## src/rtl/flush_sequencer_pkg.sv

```systemverilog
// ============================================================================
// Module      : flush_sequencer_pkg
// Description : Shared types and the sequence-number age comparison used by
//               the flush sequencer and ROB-side logic.
// Revision    : 1.0 - initial release
// ============================================================================
`default_nettype none

package flush_sequencer_pkg;

    localparam int unsigned SQN_W = 6;
    localparam int unsigned PC_W  = 32;
    localparam int unsigned CNT_W = 4;
    localparam int unsigned FCNT_W = 32;

    typedef logic [SQN_W-1:0] SqN_t;

    typedef struct packed {
        logic            valid;
        SqN_t            sqN;
        logic [PC_W-1:0] pc;
    } FlushReq_t;

    typedef enum logic [0:0] {
        ST_IDLE    = 1'b0,
        ST_RECOVER = 1'b1
    } flush_state_e;

    // a is older than b when the wrapped difference a-b is negative.
    // Equal sequence numbers are not older.
    function automatic logic sqn_older(input SqN_t a, input SqN_t b);
        SqN_t diff;
        diff = a - b;
        return diff[SQN_W-1];
    endfunction

endpackage

`default_nettype wire

```

## src/rtl/flush_sequencer_oldest_select.sv

```systemverilog
// ============================================================================
// Module      : flush_sequencer_oldest_select
// Description : Combinational NUM_SRC-way oldest-request selector. Picks the
//               valid request with the oldest sqN; ties go to lowest index.
// Revision    : 1.0 - initial release
// ============================================================================
`default_nettype none

module flush_sequencer_oldest_select
    import flush_sequencer_pkg::*;
#(
    parameter  int unsigned NUM_SRC = 3,
    localparam int unsigned IDX_W   = (NUM_SRC > 1) ? $clog2(NUM_SRC) : 1
) (
    input  logic [NUM_SRC-1:0]       i_req_valid,
    input  logic [NUM_SRC*SQN_W-1:0] i_req_sqn,
    input  logic [NUM_SRC*PC_W-1:0]  i_req_pc,
    output logic                     o_win_valid,
    output logic [IDX_W-1:0]         o_win_idx,
    output logic [SQN_W-1:0]         o_win_sqn,
    output logic [PC_W-1:0]          o_win_pc
);

    FlushReq_t w_req [NUM_SRC];

    // Unpack the flat request buses into per-source records
    generate
        for (genvar g = 0; g < NUM_SRC; g++) begin : g_unpack
            assign w_req[g].valid = i_req_valid[g];
            assign w_req[g].sqN   = i_req_sqn[g*SQN_W +: SQN_W];
            assign w_req[g].pc    = i_req_pc[g*PC_W +: PC_W];
        end
    endgenerate

    // Scan from index 0 upward; a later source only replaces the current
    // best when strictly older, so ties stay with the lower index.
    always_comb begin
        o_win_valid = 1'b0;
        o_win_idx   = '0;
        o_win_sqn   = '0;
        o_win_pc    = '0;
        for (int i = 0; i < NUM_SRC; i++) begin
            if (w_req[i].valid && (!o_win_valid || sqn_older(w_req[i].sqN, o_win_sqn))) begin
                o_win_valid = 1'b1;
                o_win_idx   = IDX_W'(i);
                o_win_sqn   = w_req[i].sqN;
                o_win_pc    = w_req[i].pc;
            end
        end
    end

endmodule

`default_nettype wire

```

## src/rtl/flush_sequencer.sv

```systemverilog
// ============================================================================
// Module      : flush_sequencer
// Description : Arbitrates flush requests, emits a one-cycle invalidate and
//               redirect pulse for the oldest accepted request, and holds a
//               rename-stall recovery window that older requests may preempt.
// Revision    : 1.0 - initial release
// ============================================================================
`default_nettype none

module flush_sequencer
    import flush_sequencer_pkg::*;
#(
    parameter int unsigned NUM_SRC        = 3,
    parameter int unsigned RECOVER_CYCLES = 4
) (
    input  logic                     clk,
    input  logic                     rst,
    input  logic [NUM_SRC-1:0]       IN_reqValid,
    input  logic [NUM_SRC*SQN_W-1:0] IN_reqSqN,
    input  logic [NUM_SRC*PC_W-1:0]  IN_reqPC,
    output logic                     OUT_invalidate,
    output logic [SQN_W-1:0]         OUT_invalidateSqN,
    output logic                     OUT_redirect,
    output logic [PC_W-1:0]          OUT_redirectPC,
    output logic                     OUT_stall,
    output logic [FCNT_W-1:0]        OUT_flushCount
);

    localparam int unsigned IDX_W = (NUM_SRC > 1) ? $clog2(NUM_SRC) : 1;
    localparam logic [CNT_W-1:0] C_RECOVER_LOAD = CNT_W'(RECOVER_CYCLES);

    flush_state_e      state_q,      state_d;
    logic [CNT_W-1:0]  cnt_q,        cnt_d;
    SqN_t              active_sqn_q, active_sqn_d;
    logic              pulse_q,      pulse_d;
    SqN_t              inv_sqn_q,    inv_sqn_d;
    logic [PC_W-1:0]   redir_pc_q,   redir_pc_d;
    logic [FCNT_W-1:0] flush_count_q, flush_count_d;

    logic              win_valid;
    logic [IDX_W-1:0]  win_idx;
    SqN_t              win_sqn;
    logic [PC_W-1:0]   win_pc;
    logic              accept;

    flush_sequencer_oldest_select #(
        .NUM_SRC (NUM_SRC)
    ) u_oldest_select (
        .i_req_valid (IN_reqValid),
        .i_req_sqn   (IN_reqSqN),
        .i_req_pc    (IN_reqPC),
        .o_win_valid (win_valid),
        .o_win_idx   (win_idx),
        .o_win_sqn   (win_sqn),
        .o_win_pc    (win_pc)
    );

    // Next-state: accept from IDLE, preempt only with a strictly older
    // request, otherwise count the recovery window down to IDLE.
    always_comb begin
        state_d       = state_q;
        cnt_d         = cnt_q;
        active_sqn_d  = active_sqn_q;
        pulse_d       = 1'b0;
        inv_sqn_d     = inv_sqn_q;
        redir_pc_d    = redir_pc_q;
        flush_count_d = flush_count_q;

        accept = win_valid &&
                 ((state_q == ST_IDLE) || sqn_older(win_sqn, active_sqn_q));

        if (accept) begin
            state_d       = ST_RECOVER;
            cnt_d         = C_RECOVER_LOAD;
            active_sqn_d  = win_sqn;
            pulse_d       = 1'b1;
            inv_sqn_d     = win_sqn;
            redir_pc_d    = win_pc;
            flush_count_d = flush_count_q + 32'd1;
        end else if (state_q == ST_RECOVER) begin
            if (cnt_q <= 4'd1) begin
                state_d = ST_IDLE;
                cnt_d   = '0;
            end else begin
                cnt_d = cnt_q - 4'd1;
            end
        end
    end

    // State, window and output registers; reset drops any pending pulse.
    always_ff @(posedge clk or posedge rst) begin
        if (rst) begin
            state_q       <= ST_IDLE;
            cnt_q         <= '0;
            active_sqn_q  <= '0;
            pulse_q       <= 1'b0;
            inv_sqn_q     <= '0;
            redir_pc_q    <= '0;
            flush_count_q <= '0;
        end else begin
            state_q       <= state_d;
            cnt_q         <= cnt_d;
            active_sqn_q  <= active_sqn_d;
            pulse_q       <= pulse_d;
            inv_sqn_q     <= inv_sqn_d;
            redir_pc_q    <= redir_pc_d;
            flush_count_q <= flush_count_d;
        end
    end

    // The selector's index must always name the source it reported.
    always_ff @(posedge clk) begin
        if (!rst && win_valid) begin
            assert (IN_reqPC[win_idx*PC_W +: PC_W] == win_pc);
        end
    end

    assign OUT_invalidate    = pulse_q;
    assign OUT_redirect      = pulse_q;
    assign OUT_invalidateSqN = inv_sqn_q;
    assign OUT_redirectPC    = redir_pc_q;
    assign OUT_stall         = (state_q == ST_RECOVER);
    assign OUT_flushCount    = flush_count_q;

endmodule

`default_nettype wire

```

## config.mk

```make
export PLATFORM = sky130hd
export DESIGN_NAME = flush_sequencer
export DESIGN_NICKNAME = d
export VERILOG_FILES = /design/src/rtl/flush_sequencer_pkg.sv /design/src/rtl/flush_sequencer_oldest_select.sv /design/src/rtl/flush_sequencer.sv
export SDC_FILE = /design/constraint.sdc
export NUM_CORES = 1
export LEC_CHECK = 0
export ABC_AREA = 1
export CAP_MARGIN = 25
export CORE_MARGIN = 4
export CORE_UTILIZATION = 44
export DETAILED_ROUTE_END_ITERATION = 8
export HOLD_SLACK_MARGIN = 0.08
export PLACE_DENSITY = 0.84
export SYNTH_ARGS = -nofsm -noshare
export SYNTH_HDL_FRONTEND = slang
export SYNTH_SLANG_ARGS = --single-unit
```

## constraint.sdc

```tcl
create_clock -name clk -period 5.35 [get_ports clk]
set_input_delay 1.07 -clock clk [delete_from_list [all_inputs] [get_ports clk]]
set_output_delay 1.07 -clock clk [all_outputs]
set_load 0.02 [all_outputs]
```

==> results.yml <==
critical_path:
  path_max_fanout: 8
  cp.arrival_ns: 5.56
  crit_required_ns: 5.63
  end_kind: "flop"
  r2r_cells: 16
  path_common_cell: "nand2_1"
  worst_setup_path_start_kind: "input port"
  r2r_start: "OUT_flushCount[0]"
  slowest_delay_ns: 0.27
  crit_type: "in2reg"
  cp_slowest_cell: "a211oi_2"
  crit_start: "IN_reqValid[0]"
logic_synthesis:
  ys.flop_type: "dfrtp_1"
  synth_cells: 781
  synth_xor_area_share_pct: 5.15
  yosysMostFrequentCell: "nand2_1"
  synth_top_area_share_pct: 36.0
  synth-seq-area-share_pct: 36.0
  yosysWarnings: 0
  netlist_top_cells_count: "324 x nand2_1, 124 x nand3_1, 76 x dfrtp_1"
  synthMuxAreaShare_pct: 0
  ys_ff_latch: 76
  synth_largest_area_cell: "dfrtp_1"
  synthAdderAreaFrac_pct: 3.56
  synth-edff-count: 0
  postSynthAreaPerCell_um2: 6.76
  syn-cell-area_um2: 5280
  synth_top_family_by_area: "simple AND/OR/NAND/NOR gates"
  yosys-top-cells-area: "dfrtp_1 36%, nand2_1 23%, nand3_1 12%, o211ai_1 4.6%, ha_1 3.6%"
  synth-compound-area-share_pct: 6.17
  synth_nets: 915
  synthDistinctLibCells: 26
  synthSimpleGateAreaFrac_pct: 42.2
  ys_async_sr_fraction_pct: 100
clock_tree:
  cts_buffers: 9
  htree_levels: 3
  cts_max_path_buffers: 2
  tritoncts: "yes"
  cts.clk_slew.worst_paths_ns: 0.06
  clock-sinks: 76
  worstSkewPairLatency_ns: 0.34
  cts_root_buf: "clkbuf_16"
drt:
  viasPerCell: 5.40
  drc: 0
  wire_per_inst_um: 17.0
  ant_nets: 0
  drt-initial-drc-count: 396
  routed_wl_mm: 19.3
  num_vias: 6118
  firstDrtPassIters: 5
hold_path:
  whs_path_depth: 2
  worstHoldStart: "OUT_redirectPC[17]"
  min_path_type: "reg2reg"
sta:
  fin_crit_sh_pct: 98.7
  drv_slew: 0
  worst_slack_ns: 0.0688
  min_period_ns: 5.28
  hold_violations: 0
  clock.fmax_mhz: 189
  setup_viol: 0
  worst_pin_slew_ns: 0.845
  finClkSkew_ns: 0.0104
  holdWs_ns: 0.472
  relSlewSlack_pct: 43.7
global_routing:
  grtUsageTotal_pct: 23.6
  grt_pass1_vias: 5672
  antenna_found_initial: 1
  grt_pass1_wl_mm: 27.0
  grt.overflow.total: 0
  grt_max_degree: 64
place:
  io_buffers: 191
  postPlaceCellArea_um2: 7430
  place_inst: 1099
  hpwl_mm: 12.4
  dp_slack_ns: -0.291
  routabilityCongestion: 0.866
cells_and_area:
  stdcell_area_um2: 8250
  drive_above_1_share_pct: 11.2
  area_growth_pct: 56.4
  layout.cells.non_filler: 1134
  final_core_util_pct: 71.4
  final_nets: 1119
die:
  start_util_pct: 45.6
  die_area_um2: 13800
  die_x_um: 118
  rows: 39
  die_y_um: 118
  pin_count: 192
  coreArea_um2: 11600
power:
  ir_drop_uv: 358
  p_leak_nw: 4.01
  p_per_area_nw_per_um2: 467
job:
  maxCapViolCount: 0
status:
  status: "completed"
final cells by class:
cell class | count | area, um2
diodes | 1 | 2.50
clock buffers | 13 | 260
fillers | 865 | 3310
multi-input cells | 620 | 3250
inverters | 39 | 148
clock inverters | 3 | 68.8
well taps | 143 | 179
flip-flops and latches | 76 | 1900
repair buffers | 239 | 2440
path summary, 6_finish.rpt:
kind | end | slack [ns]
worst max register to register | OUT_flushCount[31] | 2.57
min in group asynchronous | OUT_redirectPC[10] | 1.09
worst min-delay path | OUT_redirectPC[17] | 0.47
max in group asynchronous | OUT_stall | 3.31
worst max-delay path | OUT_redirectPC[23] | 0.07
worst min register to register | OUT_redirectPC[17] | 0.47
routing by layer:
layer	wire (um)	global-route usage [%]	vias to the layer above
met5	0	0	-
met3	1480	6.05	60
li1	-	-	2977
met2	9560	43.3	265
met1	7500	26.7	2816
met4	758	8.06	0
kinds of logic after synthesis:
group | Yosys count
flip-flops | 76
AND/OR/NAND/NOR | 525
AO/OA/AOI/OAI | 48
XOR/XNOR | 31
buffers and inverters | 86
adder cells (fa/ha/maj) | 15
sequential cells by signal, indices dropped and copies added, names as in the netlist:
name	cells
OUT_flushCount	32
OUT_invalidate	1
OUT_invalidateSqN	6
OUT_redirectPC	32
OUT_stall	1
cnt_q	4
layout by cell type (no fill, tap or decap), types with 15 or more instances in the layout:
master	n
dfrtp_1	76
nor2_1	40
nand3_1	123
o211ai_1	32
nand2_2	15
clkdlybuf4s50_1	182
buf_4	32
inv_1	37
xor2_1	18
nand2_1	309
stage by stage:
step / TNS, ns / power, mW
after floorplan: 0 / 1.97
after global placement: -10.79 / 2.67
after detailed placement: -20.80 / 2.71
after CTS: 0 / 3.38
after global routing: -11.57 / 4.06
final: 0 / 3.86
power by group:
group          total, mW  internal (mW)  switching (mW)
Combinational       2.28          0.999            1.28
Sequential         0.904          0.761           0.143
Clock              0.674          0.435           0.239
critical path: cells and delay by family:
family | cells | cell delay, ns
fa+ha+maj | 3 | 0.67
compound gates | 6 | 1.01
buf+inv | 5 | 0.77
simple gates | 21 | 2.02
repair_timing:
action | in CTS | in global routing
gates resized for setup | 0 | 59
buffers inserted | 0 | 8
setup endpoints to repair | 0 | 76
hold buffers | 0 | 0
Note: power is estimated with default switching activity, not from simulation.
==> RTL change 1 (config.mk and constraints unchanged) <==
Make the reset (`rst`) synchronous in one clocked block.
--- a/src/rtl/flush_sequencer.sv
+++ b/src/rtl/flush_sequencer.sv
@@ -88,7 +88,7 @@
     end
 
     // State, window and output registers; reset drops any pending pulse.
-    always_ff @(posedge clk or posedge rst) begin
+    always_ff @(posedge clk) begin
         if (rst) begin
             state_q       <= ST_IDLE;
             cnt_q         <= '0;
Function: differs if rst is asserted again (counterexample within 4 cycles, from zero or initial values and one cycle with rst high); with rst held inactive, the same outputs for 10 cycles.
==> RTL change 1 against the unedited design <==
Routed wire length shrank 13%. Final area decreased by 9.5%. Utilization down 2.8 points. Global-route usage increased by 0.80 points. Sequential cell count unchanged. Area after synthesis shrank 6.5%. Count of clock-buffer cells in the layout is 4 lower. Setup slack better by 0.22 ns. Critical endpoint is now OUT_redirectPC[28]. Largest cell class unchanged.
Power is not compared: it rests on default switching activity, and its combinational part moved more than twofold at a synthesized area within 25%.
==> RTL change 1: results (changes against the unedited design) <==
| Metric | Value |
|---|---|
| Placed inst area | `7010 um^2 (-5.7%)` |
| Worst Path Max Fanout | `8 (unchanged)` |
| Top post-synthesis cells by area | `dfxtp_1 31%, nand3_1 16%, nand2_1 15%, nor2_1 5.7%, a21oi_1 4.5%` |
| H-tree depth | `3 (unchanged)` |
| Antenna violations before repair | `0 (-1)` |
| Worst-Margin Slew | `0.657 ns (-0.188 ns)` |
| Seq/Total Area, Yosys | `30.8% (-5.2 points)` |
| Drt wl/cell | `15.3 um (-9.8%)` |
| Clk pin slew, worst setup/hold paths | `0.09 ns (+0.03 ns)` |
| Via/cell ratio | `5.38 (-0.34%)` |
| Count of cell types in the netlist | `33 (+27%)` |
| Syn Inst Count | `764 (-2.2%)` |
| Maximum number of pins on one net before global-route repair | `68 (+6.3%)` |
| Slowest-stage cell, CP | `nor2_4` |
| Total number of vias | `5,893 (-3.7%)` |
| Inst Count DP | `1,072 (-2.5%)` |
| Worst Hold Depth | `2 (unchanged)` |
| Syn Nets | `898 (-1.9%)` |
| Reg2reg setup slack | `2.97 ns (+0.40 ns)` |
| Worst Path Arrival | `5.37 ns (-0.19 ns)` |
| Skew-Pair Late Insertion Delay | `0.35 ns` |
| Async SR Flop Fraction | `0% (-100 points)` |
| CTS Root Cell | `clkbuf_8` |
| Layout Skew | `0.0104 ns (+0.0000180 ns)` |
| GRT Total Usage | `24.4% (+0.80 points)` |
| Syn. warnings | `0 (unchanged)` |
| Number of port buffers | `191 (unchanged)` |
| DRT iter0 DRCs | `363 (-8.3%)` |
| FF-to-FF End | `OUT_flushCount[24]` |
| Start of the worst register-to-register path | `OUT_flushCount[1]` |
| Status | `complete, no violations` |
| Worst slack, placed | `-0.400 ns (-0.109 ns)` |
| First-pass GRT wire length | `26.1 mm (-3.3%)` |
| GPL Wtd Cong | `0.980 (+13%)` |
| N_diodes | `0 (-1)` |
| WHS | `0.471 ns (-0.00101 ns)` |
| Hold path start | `OUT_redirectPC[0]` |
| Lkg Pwr | `3.05 nW` |
| Fillers | `950 (+9.8%)` |
| Post-DP HPWL | `12.4 mm (-0.20%)` |
| Worst VDD drop | `0.000149 V` |
| Worst min-delay path endpoint | `OUT_redirectPC[0]` |
| HP Class | `flop to flop` |
| Primary FF master, synth | `dfxtp_1` |
| Deepest clock path buffer count | `2 (unchanged)` |
| R2r worst-path depth | `12 (-4)` |
| Final Slew Violations | `0 (unchanged)` |
| Drt pass-1 iters | `7 (+2)` |
| Critical Path Max Stage Delay | `0.29 ns (+0.02 ns)` |
| Vias in the first global route | `5,482 (-3.3%)` |
| Most frequent cells after synthesis | `191 x nand2_1, 153 x nand3_1, 76 x dfxtp_1` |
| Share of layout cells above drive strength 1 | `9.52% (-1.7 points)` |
| CTS buffer count | `9 (unchanged)` |
| DRT antenna net count | `0 (unchanged)` |
==> RTL change 1: worst max path at each step <==
stage / start / end / slack (ns)
after global routing: IN_reqValid[0] / OUT_redirectPC[9] / -0.02
after global placement: IN_reqValid[0] / OUT_flushCount[9] / -0.21
after detailed placement: IN_reqValid[0] / OUT_flushCount[9] / -0.40
after CTS: IN_reqValid[0] / OUT_redirectPC[29] / 0.03
after floorplan: IN_reqValid[0] / OUT_flushCount[21] / 0.02
final: IN_reqValid[0] / OUT_redirectPC[28] / 0.29
==> RTL change 1: cell type report <==
class,count,area (um^2),share of cell area [%]
tap,140,175,2.35
multi-input combinational,591,3130,41.9
timing repair buffer,227,2290,30.6
inverter,46,173,2.31
clock buffer,9,124,1.66
clock inverter,7,55.1,0.737
sequential,76,1520,20.4
==> RTL change 1: worst max-delay path, delay by kind of cell <==
| family | cells | cell delay (ns) |
|---|---|---|
| AND/OR/NAND/NOR | 18 | 1.82 |
| AO/OA/AOI/OAI | 7 | 1.09 |
| adder cells (fa/ha/maj) | 3 | 0.73 |
| buffers and inverters | 4 | 0.65 |
==> RTL change 1: timing repair <==
action / CTS / global route
endpoints found under the setup margin: 29 / 76
resized for setup: 3 / 36
setup buffers: 0 / 4
pin swaps: 0 / 23
cloned: 0 / 4
==> RTL change 1: report_power, final <==
group          internal, mW  leakage, nW  total, mW  switching (mW)
Clock                 0.174       0.0870      0.420           0.245
Sequential            0.640        0.622      0.700          0.0598
Combinational         0.414         2.35      0.896           0.481
==> RTL change 1: routing by layer <==
metal,vias to the layer above,GRT usage (%),share of wire (%)
met2,256,43.4,50
met5,-,0,0
met1,2676,29.4,40
met4,0,7.60,2.7
met3,47,5.25,7.4
li1,2914,-,-
==> RTL change 1: cells by family (layout without fill, tap and decap cells) <==
logic type	after synthesis	count (layout)	share of synthesized area, %
compound gates	83	83	9.49
xor+xnor	32	32	5.68
fa+ha+maj	15	15	3.81
buf+inv	98	289	9.16
flops	76	76	30.8
simple gates	460	461	41.0
==> RTL change 2 (config.mk and constraints unchanged) <==
Without the edit above. `NUM_SRC` is set to 3 in 2 places; all go to 2.
--- a/src/rtl/flush_sequencer_oldest_select.sv
+++ b/src/rtl/flush_sequencer_oldest_select.sv
@@ -9,7 +9,7 @@
 module flush_sequencer_oldest_select
     import flush_sequencer_pkg::*;
 #(
-    parameter  int unsigned NUM_SRC = 3,
+    parameter  int unsigned NUM_SRC = 2,
     localparam int unsigned IDX_W   = (NUM_SRC > 1) ? $clog2(NUM_SRC) : 1
 ) (
     input  logic [NUM_SRC-1:0]       i_req_valid,
--- a/src/rtl/flush_sequencer.sv
+++ b/src/rtl/flush_sequencer.sv
@@ -10,7 +10,7 @@
 module flush_sequencer
     import flush_sequencer_pkg::*;
 #(
-    parameter int unsigned NUM_SRC        = 3,
+    parameter int unsigned NUM_SRC        = 2,
     parameter int unsigned RECOVER_CYCLES = 4
 ) (
     input  logic                     clk,
Ports: changed (resized IN_reqPC, IN_reqSqN and IN_reqValid); port bits go from 192 to 153. The function was not compared with the original's and may differ.
==> RTL change 2 against the unedited design <==
Maximum frequency rose by 13%. Sequential cell count did not move. Final area fell by 22%. Area after synthesis fell by 14%. First-iteration DRC count fell by 40%. Total power fell by 27%. Setup slack improved by 0.60 ns. Utilization fell by 7.1 points. Routed wire length fell by 34%.
==> RTL change 2: results (changes against the unedited design) <==
| Metric | Value |
|---|---|
| Worst Path Max Fanout | `70 (+62)` |
| Worst Path Arrival | `4.95 ns (-0.61 ns)` |
| WL met2 | `6.19 mm (-35%)` |
| GPL Wtd Cong | `0.961 (+11%)` |
| FF-to-FF End | `OUT_flushCount[30]` |
| Fillers | `861 (-0.46%)` |
| Worst VDD drop | `0.000357 V (-0.38%)` |
| CTS Root Cell | `clkbuf_8` |
| Number of port buffers | `152 (-20%)` |
| Met3 wire length | `864 um (-42%)` |
| Slowest-stage cell, CP | `clkdlybuf4s50_1` |
| Crit path max-delay family | `buffers and inverters` |
| Start of the worst register-to-register path | `OUT_flushCount[1]` |
| Post-DP HPWL | `9.34 mm (-25%)` |
| Total number of vias | `4,636 (-24%)` |
| Crit path to | `OUT_flushCount[29]` |
| Seq/Total Area, Yosys | `41.7% (+5.6 points)` |
| Placed inst area | `6130 um^2 (-18%)` |
| Share of layout cells above drive strength 1 | `3.45% (-7.8 points)` |
| Syn Nets | `736 (-20%)` |
| Met2 Use GR | `36.2% (-7.1 points)` |
| Top post-synthesis cells by area | `dfrtp_1 42%, nand2_1 20%, nand3_1 9.9%, nor2_1 5.3%, a21oi_1 4.3%` |
| Layout Skew | `0.0132 ns (+0.00287 ns)` |
| Lkg Pwr | `3.09 nW (-23%)` |
| Status | `complete, no violations` |
| Worst-Margin Slew | `0.755 ns (-0.0898 ns)` |
| Drt pass-1 iters | `4 (-1)` |
| Reg2reg setup slack | `2.73 ns (+0.16 ns)` |
| Critical Path Max Stage Delay | `0.70 ns (+0.43 ns)` |
| Drt wl/cell | `13.9 um (-18%)` |
| Maximum number of pins on one net before global-route repair | `71 (+11%)` |
| GRT Total Usage | `21.9% (-1.7 points)` |
| Clk pin slew, worst setup/hold paths | `0.09 ns (+0.03 ns)` |
| Vias in the first global route | `4,536 (-20%)` |
| Final-stage net count | `869 (-22%)` |
| DRT iter0 DRCs | `236 (-40%)` |
| Global routing usage on met3 | `5.28% (-0.77 points)` |
| Hold path start | `OUT_redirectPC[31]` |
| Antenna violations before repair | `0 (-1)` |
| Count of cell types in the netlist | `24 (-7.7%)` |
==> RTL change 2: cell count changes after synthesis, sizes merged, moves of 9 or more <==
cell,unedited run,this run
nand2,327,244
nor2,42,65
nand3,128,92
clkbuf,29,20
a21oi,12,39
inv,39,28
o211ai,32,0
==> RTL change 2: stage by stage <==
stage,hold WS (ns),cells,setup slack (ns),util [%]
2_1_floorplan,0.449,645,1.07,-
3_3_place_gp,0.456,900,0.634,61.6
3_5_place_dp,0.460,900,0.399,61.6
4_1_cts,0.477,916,0.754,64.3
5_1_grt,0.497,916,0.240,64.3
6_report,0.474,916,0.673,64.3
==> RTL change 2: cell type report <==
type | count | area (um^2) | share of cell area, %
Sequential cell | 76 | 1900 | 29.7
Clock buffer | 10 | 128 | 2.00
Tap cell | 133 | 166 | 2.60
Clock inverter | 6 | 136 | 2.13
Timing Repair Buffer | 158 | 1580 | 24.7
Inverter | 28 | 106 | 1.66
Multi-Input combinational cell | 505 | 2380 | 37.2
==> RTL change 2: cells by family (layout without fill, tap and decap cells) <==
logic type | after synthesis | in the layout | share of synthesized area, %
AND/OR/NAND/NOR | 420 | 420 | 38.3
flip-flops | 76 | 76 | 41.7
buffers and inverters | 64 | 202 | 6.25
AO/OA/AOI/OAI | 43 | 43 | 4.80
XOR/XNOR | 31 | 31 | 5.95
adder cells (fa/ha/maj) | 11 | 11 | 3.02
==> RTL change 2: tightest hold or removal path: stages, from the launching register on <==
cell	delay, ns
dfrtp_1	0.35
nand2_1	0.05
nand2_1	0.04
==> RTL change 2: power breakdown <==
| part | switching (mW) | total, mW | internal [mW] |
|---|---|---|---|
| Clock | 0.213 | 0.572 | 0.358 |
| Sequential | 0.135 | 0.886 | 0.751 |
| Combinational | 0.817 | 1.37 | 0.549 |
